## src/rtl/down_timer.sv

```systemverilog
// down_timer: programmable prescaled down-counter with one-shot/periodic reload and sticky irq
module down_timer #(
  parameter int WIDTH = 8,
  parameter int PRESC_WIDTH = 4
) (
  input  logic                   clk,
  input  logic                   reset,
  input  logic                   load_valid,
  output logic                   load_ready,
  input  logic [WIDTH-1:0]       load_value,
  input  logic [PRESC_WIDTH-1:0] load_presc,
  input  logic                   periodic,
  input  logic                   start,
  input  logic                   stop,
  input  logic                   irq_clear,
  output logic [WIDTH-1:0]       value,
  output logic                   running,
  output logic                   tc_pulse,
  output logic                   irq
);
  localparam logic IDLE = 1'b0;
  localparam logic RUN  = 1'b1;
  logic                   state;
  logic [WIDTH-1:0]       reload;
  logic [PRESC_WIDTH-1:0] div;
  logic [PRESC_WIDTH-1:0] psc;
  logic                   per;
  logic                   tick;
  logic                   term;
  assign running    = state;
  assign load_ready = state == IDLE;
  assign tick       = state == RUN && !stop && psc == div;
  assign term       = tick && value == WIDTH'(1);
  // load/start/stop control, prescaler and count; stop suppresses a coinciding tick
  always_ff @(posedge clk or negedge reset) begin
    if (!reset) begin
      state    <= IDLE;
      value    <= '0;
      reload   <= '0;
      div      <= '0;
      psc      <= '0;
      per      <= 1'b0;
      tc_pulse <= 1'b0;
    end else begin
      tc_pulse <= term;
      if (state == IDLE) begin
        if (load_valid) begin
          reload <= load_value;
          value  <= load_value;
          div    <= load_presc;
          psc    <= '0;
          per    <= periodic;
        end else if (start && value != '0) begin
          state <= RUN;
          psc   <= '0;
        end
      end else if (stop) begin
        state <= IDLE;
        psc   <= '0;
      end else if (tick) begin
        psc <= '0;
        if (term) begin
          value <= per ? reload : '0;
          state <= per ? RUN : IDLE;
        end else begin
          value <= value - WIDTH'(1);
        end
      end else begin
        psc <= psc + PRESC_WIDTH'(1);
      end
    end
  end
  // sticky terminal-count flag; a set on the same edge as a clear wins
  always_ff @(posedge clk or negedge reset) begin
    if (!reset) irq <= 1'b0;
    else irq <= term ? 1'b1 : irq_clear ? 1'b0 : irq;
  end
endmodule

```

## config.mk

```make
export PLATFORM = sky130hd
export DESIGN_NAME = down_timer
export DESIGN_NICKNAME = d
export VERILOG_FILES = /design/src/rtl/down_timer.sv
export SDC_FILE = /design/constraint.sdc
export NUM_CORES = 1
export LEC_CHECK = 0
export BUFFER_PORTS_ARGS = -buffer_cell sky130_fd_sc_hd__buf_2
export CAP_MARGIN = 40
export CORE_AREA = 2 2 65 67
export DETAILED_ROUTE_END_ITERATION = 7
export DIE_AREA = 0 0 67 69
export HOLD_SLACK_MARGIN = 0.15
export PLACE_DENSITY_LB_ADDON = 0.25
export RECOVER_POWER = 50
export SETUP_SLACK_MARGIN = 0.5
export SYNTH_ARGS = -nofsm -noshare
export SYNTH_HDL_FRONTEND = slang
export SYNTH_SLANG_ARGS = --single-unit
```

## constraint.sdc

```tcl
create_clock -name clk -period 3.02 [get_ports clk]
set_input_delay 0.604 -clock clk [delete_from_list [all_inputs] [get_ports clk]]
set_output_delay 0.604 -clock clk [all_outputs]
set_load 0.1 [all_outputs]
```

==> results.tsv, run 1 <==
metric	value	unit
status	finished, violations left	
violations	capacitance limit	
worstPathCellList	xor2_1 -> or4_1 -> nor3_4 -> mux2_2 -> o211ai_1	
synth_top_family_by_area	simple AND/OR/NAND/NOR gates	
initial_utilization	38.27	%
crit_slowest_cell	or4_1	
yosys_register_bits	28	
end_kind	register	
synth-simple-area-share	25.31	%
multiInputGateArea	748.2	µm²
r2r_slack	0.65	ns
synthMuxAreaShare	3.592	%
path_clk_slew	0.09	ns
cts_tree	done	
cts_buffers	3	
yosys.area_share.xor_xnor	5.263	%
yosys_warnings	0	
via_count	1289	
antenna_left	0	
setup_ws	0.6495	ns
placed_area	1704	µm²
worstPathRequired	3.22	ns
dieArea	4623	µm²
netlist_area	1498	µm²
synth_fp_nets	190	
drt_pre_antenna_iters	4	
cts_resized	0	
clock_skew	0.002091	ns
drt_iter0_markers	54	
synth_fa_ha_area_share	2.506	%
final-setup-viol-count	0	
rsz0062_at_grt	false	
wirelength	3447	µm
syn2layout_area_growth	17.13	%
avgRoutedWirePerCell	13.84	µm
postCtsSetupBuffers	0	
fmax	421.9	MHz
postLayoutCoreUtil	44.82	%
grt_pass1_vias	1280	
max-vdd-ir-drop	0.2814	mV
crit_family	simple AND/OR/NAND/NOR gates	
r2r_end	value[5]$_DFFE_PN0P_	
die_w	67	µm
cts_buffer_depth	2	
grt_busiest_layer	met2	
synth-compound-area-share	13.28	%
coreArea	3914	µm²
track_usage	16.46	%
cts.sinks	28	
hold_buffers	0	
hp-start	reload[2]$_DFFE_PN0P_	
clkLatencyLatePin	0.28	ns
grt_max_degree	29	
rows	23	
p_per_area	699.3	nW/µm²
final-seq-area	700.7	µm²
grt-ovfl-total	0	
grt_pass1_wl	5920	µm
place_hpwl	2540	µm
critPathBufInv	0	
portBuffers	30	
cts.htree.levels	1	
use_met3	2.610	%
antenna_cells	0	
startpoint_type	register	
met2_usage	25.85	%
max_stage_delay	0.70	ns
syn_inst	168	
hold_end	reload[2]$_DFFE_PN0P_	
slew_violations	0	
pre_cts_ws	0.6324	ns
reg2reg_depth	5	
viasPerCell	5.177	
final_layout_size_suffix_gt1_share	22.11	%
min_period	2.370	ns
tightest_slew	1.495	ns
root_buffer	clkbuf_8	
synth.avg_cell_area	8.915	µm²
synth_edf_count	0	
seq_area_frac_synth	46.78	%
nets	222	
whs	0.4861	ns
p_leak	0.8512	nW
reg2reg_from	psc[1]$_DFFE_PN0P_	
drc	0	
antenna_found_initial	0	
slew_headroom	0.3037	%
ys_types	38	
io_pins	31	
yosys_most_used_dff	dfrtp_1	
criticalPathCategory	reg -> reg	
stdcell_area	1754	µm²
hold_path_class	reg -> reg	
min_path_cells	1	
cap_violations	1	
use_met1	22.23	%
cp_max_fo	9	
gp_congestion	0.8456	
finalHoldViolations	0	
fin_tns_setup	0	ns
arrival	2.57	ns
die_y	69	µm
async_reset_ff_share	100.0	%
fin_crit_sh	78.49	%
num-fill-cells	419	
-- kinds of logic after synthesis --
family	after synthesis
AOI/OAI and AO/OA	27
adders and majority gates	3
DFF	28
and+or+nand+nor	85
buffers and inverters	11
muxes	5
xor gates and xnor gates	9
-- worst reg2reg max path, cell delays in order, from the launching register on --
cell and delay [ns]:
dfrtp_1 0.43, xor2_1 0.17, or4_1 0.70, nor3_4 0.42, mux2_2 0.39, o211ai_1 0.18
-- final cells by class --
type | count | area share (%)
clock buffers | 4 | 3.138
inverters | 6 | 1.355
multi-input cells | 129 | 42.65
flip-flops and latches | 28 | 39.94
well taps | 50 | 3.566
repair buffers | 32 | 9.344
-- worst max path at each step --
stage | cells past startpoint | start | to | slack [ns]
after floorplan | 5 | running$_DFF_PN0_ | value[3]$_DFFE_PN0P_ | 0.58
after global placement | 5 | psc[1]$_DFFE_PN0P_ | value[5]$_DFFE_PN0P_ | 0.72
after detailed placement | 5 | psc[1]$_DFFE_PN0P_ | value[5]$_DFFE_PN0P_ | 0.63
after CTS | 5 | psc[1]$_DFFE_PN0P_ | value[5]$_DFFE_PN0P_ | 0.60
after global routing | 5 | psc[1]$_DFFE_PN0P_ | value[5]$_DFFE_PN0P_ | 0.55
final | 5 | psc[1]$_DFFE_PN0P_ | value[5]$_DFFE_PN0P_ | 0.65
-- cell usage in the layout, fill, tap and decap left out, types with 2 or more instances in the layout --
| cell | count |
|---|---|
| and3_1 | 3 |
| nor4_1 | 3 |
| or2_2 | 2 |
| inv_1 | 5 |
| xnor2_1 | 4 |
| a22o_1 | 2 |
| o21ai_0 | 5 |
| buf_2 | 29 |
| nand2_1 | 47 |
| nor2b_1 | 2 |
| nor2_1 | 16 |
| a21oi_1 | 4 |
| mux2_2 | 3 |
| xor2_1 | 5 |
| or4_1 | 2 |
| ha_1 | 3 |
| o22ai_1 | 2 |
| dfrtp_1 | 28 |
| nand3_1 | 5 |
| buf_4 | 2 |
| mux2i_1 | 2 |
| o32a_1 | 3 |
| clkbuf_8 | 4 |
-- power by group --
group | switching [mW] | leakage (nW) | internal (mW)
Sequential | 0.0740 | 0.347 | 0.434
Combinational | 0.363 | 0.476 | 0.121
Clock | 0.117 | 0.0288 | 0.117
Total | 0.555 | 0.851 | 0.672
-- synthesized netlist by cell type (3+ instances only) --
library cell	n	share of area, %
nor2_1	16	4.0
nor4_1	3	1.3
a21oi_1	4	1.3
clkbuf_1	4	1.0
and3_1	3	1.3
xor2_1	5	2.9
dfrtp_1	28	47
ha_1	3	2.5
o32a_1	3	2.0
mux2_2	3	2.3
o21ai_0	5	1.7
nand3_1	5	1.7
inv_1	6	1.5
xnor2_1	4	2.3
nand2_1	47	12
-- metrics by stage --
step                power (mW)  std cells
floorplan               0.9001        168
global placement        0.9973        245
detailed placement       1.004        245
CTS                      1.242        249
global route             1.305        249
finish                   1.227        249
-- registers in the layout (all words and copies together), names as in the netlist --
| name | flops |
|---|---|
| value | 8 |
| div | 4 |
| running | 1 |
| irq | 1 |
| per | 1 |
| tc_pulse | 1 |
| psc | 4 |
| reload | 8 |
-- layer usage --
layer | wire (µm) | share of wire, %
met4 | 65 | 1.9
met5 | 0 | 0
met2 | 1591 | 46
met3 | 156 | 4.5
met1 | 1634 | 47
(Power assumes the default switching activity.)
==> run 2: changes to the inputs <==
--- a/config.mk
+++ b/config.mk
@@ -5,11 +5,12 @@
 export SDC_FILE = /design/constraint.sdc
 export NUM_CORES = 1
 export LEC_CHECK = 0
+export ABC_AREA = 1
 export BUFFER_PORTS_ARGS = -buffer_cell sky130_fd_sc_hd__buf_2
 export CAP_MARGIN = 40
-export CORE_AREA = 2 2 65 67
+export CORE_AREA = 2 2 69 71
 export DETAILED_ROUTE_END_ITERATION = 7
-export DIE_AREA = 0 0 67 69
+export DIE_AREA = 0 0 71 73
 export HOLD_SLACK_MARGIN = 0.15
 export PLACE_DENSITY_LB_ADDON = 0.25
 export RECOVER_POWER = 50
==> constraint.sdc (replaced) <==
create_clock -name clk -period 2.4 [get_ports clk]
set_input_delay 0.48 -clock clk [delete_from_list [all_inputs] [get_ports clk]]
set_output_delay 0.48 -clock clk [all_outputs]
set_load 0.1 [all_outputs]
==> results.tsv, run 2 <==
metric	value	unit	change
grt_pass1_vias	1431		was 1280
crit_family	flip-flops		was simple AND/OR/NAND/NOR gates
antenna_cells	0		unchanged
final_layout_size_suffix_gt1_share	25.19	%	was 22.11%
rsz0062_at_grt	false		unchanged
postCtsSetupBuffers	0		unchanged
synth_commonest_cells	60 x nand2_1, 33 x nor2_1, 31 x inv_1, 28 x dfrtp_1, 20 x nand3_1		was 47 x nand2_1, 28 x dfrtp_1, 16 x nor2_1, 6 x inv_1
end_kind	output pin		was register
async_reset_ff_share	100.0	%	unchanged
synth_edf_count	0		unchanged
fin_crit_sh	76.79	%	
drt_pre_antenna_iters	4		unchanged
hp-start	irq_clear		was reload[2]$_DFFE_PN0P_
hold_end	irq$_DFFE_PN0P_		was reload[2]$_DFFE_PN0P_
min_period	1.843	ns	
yosys.area.top_type	dfrtp_1		unchanged
worstPathRequired	1.92	ns	was 3.22 ns
min_path_cells	2		was 1
clock_skew	0.002837	ns	was 0.002091 ns
via_count	1481		was 1289
arrival	1.36	ns	was 2.57 ns
grt_max_degree	29		unchanged
drc	0		unchanged
criticalPathCategory	reg -> out		was reg -> reg
r2r_slack	0.66	ns	was 0.65 ns
seq_area_frac_synth	40.49	%	was 46.78%
cts.sinks	28		unchanged
worstPathCellList	clkinvlp_2 -> buf_4		was xor2_1 -> or4_1 -> nor3_4 -> mux2_2 -> o211ai_1
slew_violations	29		was 0
finalHoldViolations	0		unchanged
coreArea	4536	µm²	was 3914 µm²
yosys_most_used_dff	dfrtp_1		unchanged
synth_top_area_share	40.49	%	was 46.78%
fin_tns_setup	0	ns	unchanged
max_stage_delay	0.59	ns	was 0.70 ns
rows	25		was 23
root_buffer	clkbuf_8		unchanged
cts_resized	1		was 0
cts.htree.levels	1		unchanged
cts_tree	done		unchanged
hold_path_class	in -> reg		was reg -> reg
hold_buffers	0		unchanged
slew_headroom	-3.243	%	was 0.3037%
ys_types	28		was 38
gp_congestion	0.8350		was 0.8456
dieArea	5183	µm²	was 4623 µm²
cp_max_fo	20		was 9
synth.avg_cell_area	7.395	µm²	was 8.915 µm²
antenna_left	0		unchanged
track_usage	16.23	%	was 16.46%
initial_utilization	38.15	%	was 38.27%
crit_slowest_cell	dfrtp_4		was or4_1
die_y	73	µm	was 69 µm
violations	capacitance limit, slew limit		was capacitance limit
synthTopCellsByArea	dfrtp_1 40%, nand2_1 13%, nor2_1 7.2%, inv_1 6.7%, nand3_1 5.8%		was dfrtp_1 47%, nand2_1 12%, nor2_1 4.0%, xor2_1 2.9%, ha_1 2.5%
layout_common_cells	58 x nand2_1, 30 x nor2_1, 29 x inv_1, 28 x buf_2, 25 x dfrtp_1		was 47 x nand2_1, 29 x buf_2, 28 x dfrtp_1, 16 x nor2_1
multiInputGateArea	878.3	µm²	was 748.2 µm²
cts_buffers	3		unchanged
tightest_slew	1.549	ns	was 1.495 ns
clkLatencyLatePin	0.28	ns	about the same
syn2layout_area_growth	15.18	%	was 17.13%
reg2reg_depth	6		was 5
whs	0.3714	ns	was 0.4861 ns
place_hpwl	2856	µm	was 2540 µm
wirelength	3689	µm	was 3447 µm
grt-ovfl-total	0		unchanged
status	finished, violations left		unchanged
final-seq-area	706.9	µm²	was 700.7 µm²
power.total	1.599	mW	was 1.227 mW
num-fill-cells	489		was 419
viasPerCell	4.687		was 5.177
top_regs	reload (8), value (8)		unchanged
cts_buffer_depth	2		unchanged
netlist_area	1730	µm²	was 1498 µm²
die_w	71	µm	was 67 µm
postLayoutCoreUtil	43.94	%	was 44.82%
placed_cells	312		was 245
synth_fp_nets	256		was 190
yosys_warnings	0		unchanged
avgRoutedWirePerCell	11.67	µm	was 13.84 µm
portBuffers	30		unchanged
final-setup-viol-count	0		unchanged
final_cells	316		was 249
yosys_register_bits	28		unchanged
nets	285		was 222
path_clk_slew	0.10	ns	was 0.09 ns
cap_violations	1		unchanged
drt_iter0_markers	71		was 54
io_pins	31		unchanged
fmax	542.6	MHz	
p_per_area	802.4	nW/µm²	was 699.3 nW/µm²
antenna_found_initial	0		unchanged
reg2reg_from	running$_DFF_PN0_		was psc[1]$_DFFE_PN0P_
grt_pass1_wl	6589	µm	was 5920 µm
max-vdd-ir-drop	0.2918	mV	was 0.2814 mV
final_common_cell	nand2_1		unchanged
syn_inst	234		was 168
r2r_end	value[5]$_DFFE_PN0P_		unchanged
yosysMostFrequentCell	nand2_1		unchanged
startpoint_type	register		unchanged
p_leak	1.045	nW	was 0.8512 nW
critPathBufInv	2		was 0
==> run 2: kinds of logic (layout without fill, tap and decap cells) <==
logic type	after synthesis	after routing	synth area share (%)
simple gates	129	129	34.64
buf+inv	40	68	9.761
compound gates	29	29	10.27
flops	28	28	40.49
xor+xnor	4	4	2.025
fa+ha+maj	3	3	2.169
mux	1	1	0.6507
==> run 2: cell type report <==
type	instances	share of cell area, %
Multi-Input combinational cell	166	44.07
Clock buffer	4	2.762
Tap cell	54	3.390
Sequential cell	28	35.47
Inverter	34	6.717
Timing Repair Buffer	30	7.596
==> run 2: report_power, final <==
| group | switching [mW] | internal [mW] |
|---|---|---|
| Sequential | 0.0916 | 0.547 |
| Clock | 0.151 | 0.147 |
| Combinational | 0.499 | 0.163 |
| Total | 0.742 | 0.857 |
==> run 2: stage by stage <==
step | cell area, µm² | setup slack, ns
after detailed placement | 1942 | 0.7461
after global placement | 1942 | 0.7721
final | 1993 | 0.5572
after floorplan | 1769 | 0.2371
after global routing | 1993 | 0.3925
after CTS | 1999 | 0.5812
==> run 2: worst reg2reg max path, cell delays in order (launching register included) <==
cell and delay (ns):
dfrtp_4 0.56, clkinvlp_2 0.23, nand2_2 0.40, nand2_4 0.18, inv_6 0.12, nor2_1 0.06
a21oi_2 0.12
==> run 2: how the worst max path moves through the flow <==
stage | start | endpoint | slack, ns | cells after the start
floorplan | running$_DFF_PN0_ | value[0]$_DFFE_PN0P_ | 0.24 | 8
global placement | value[1]$_DFFE_PN0P_ | running$_DFF_PN0_ | 0.77 | 7
detailed placement | running$_DFF_PN0_ | value[5]$_DFFE_PN0P_ | 0.75 | 6
CTS | running$_DFF_PN0_ | running | 0.58 | 1
global route | reset | running$_DFF_PN0_ | 0.39 | 1
finish | running$_DFF_PN0_ | load_ready | 0.56 | 2
==> run 2: layer usage <==
metal / global-route usage, % / wire length (µm) / vias to the layer above
li1: - / - / 782
met1: 23.73 / 1946 / 671
met2: 24.09 / 1582 / 23
met3: 2.210 / 94 / 5
met4: 6.709 / 67 / 0
met5: 0 / 0 / -
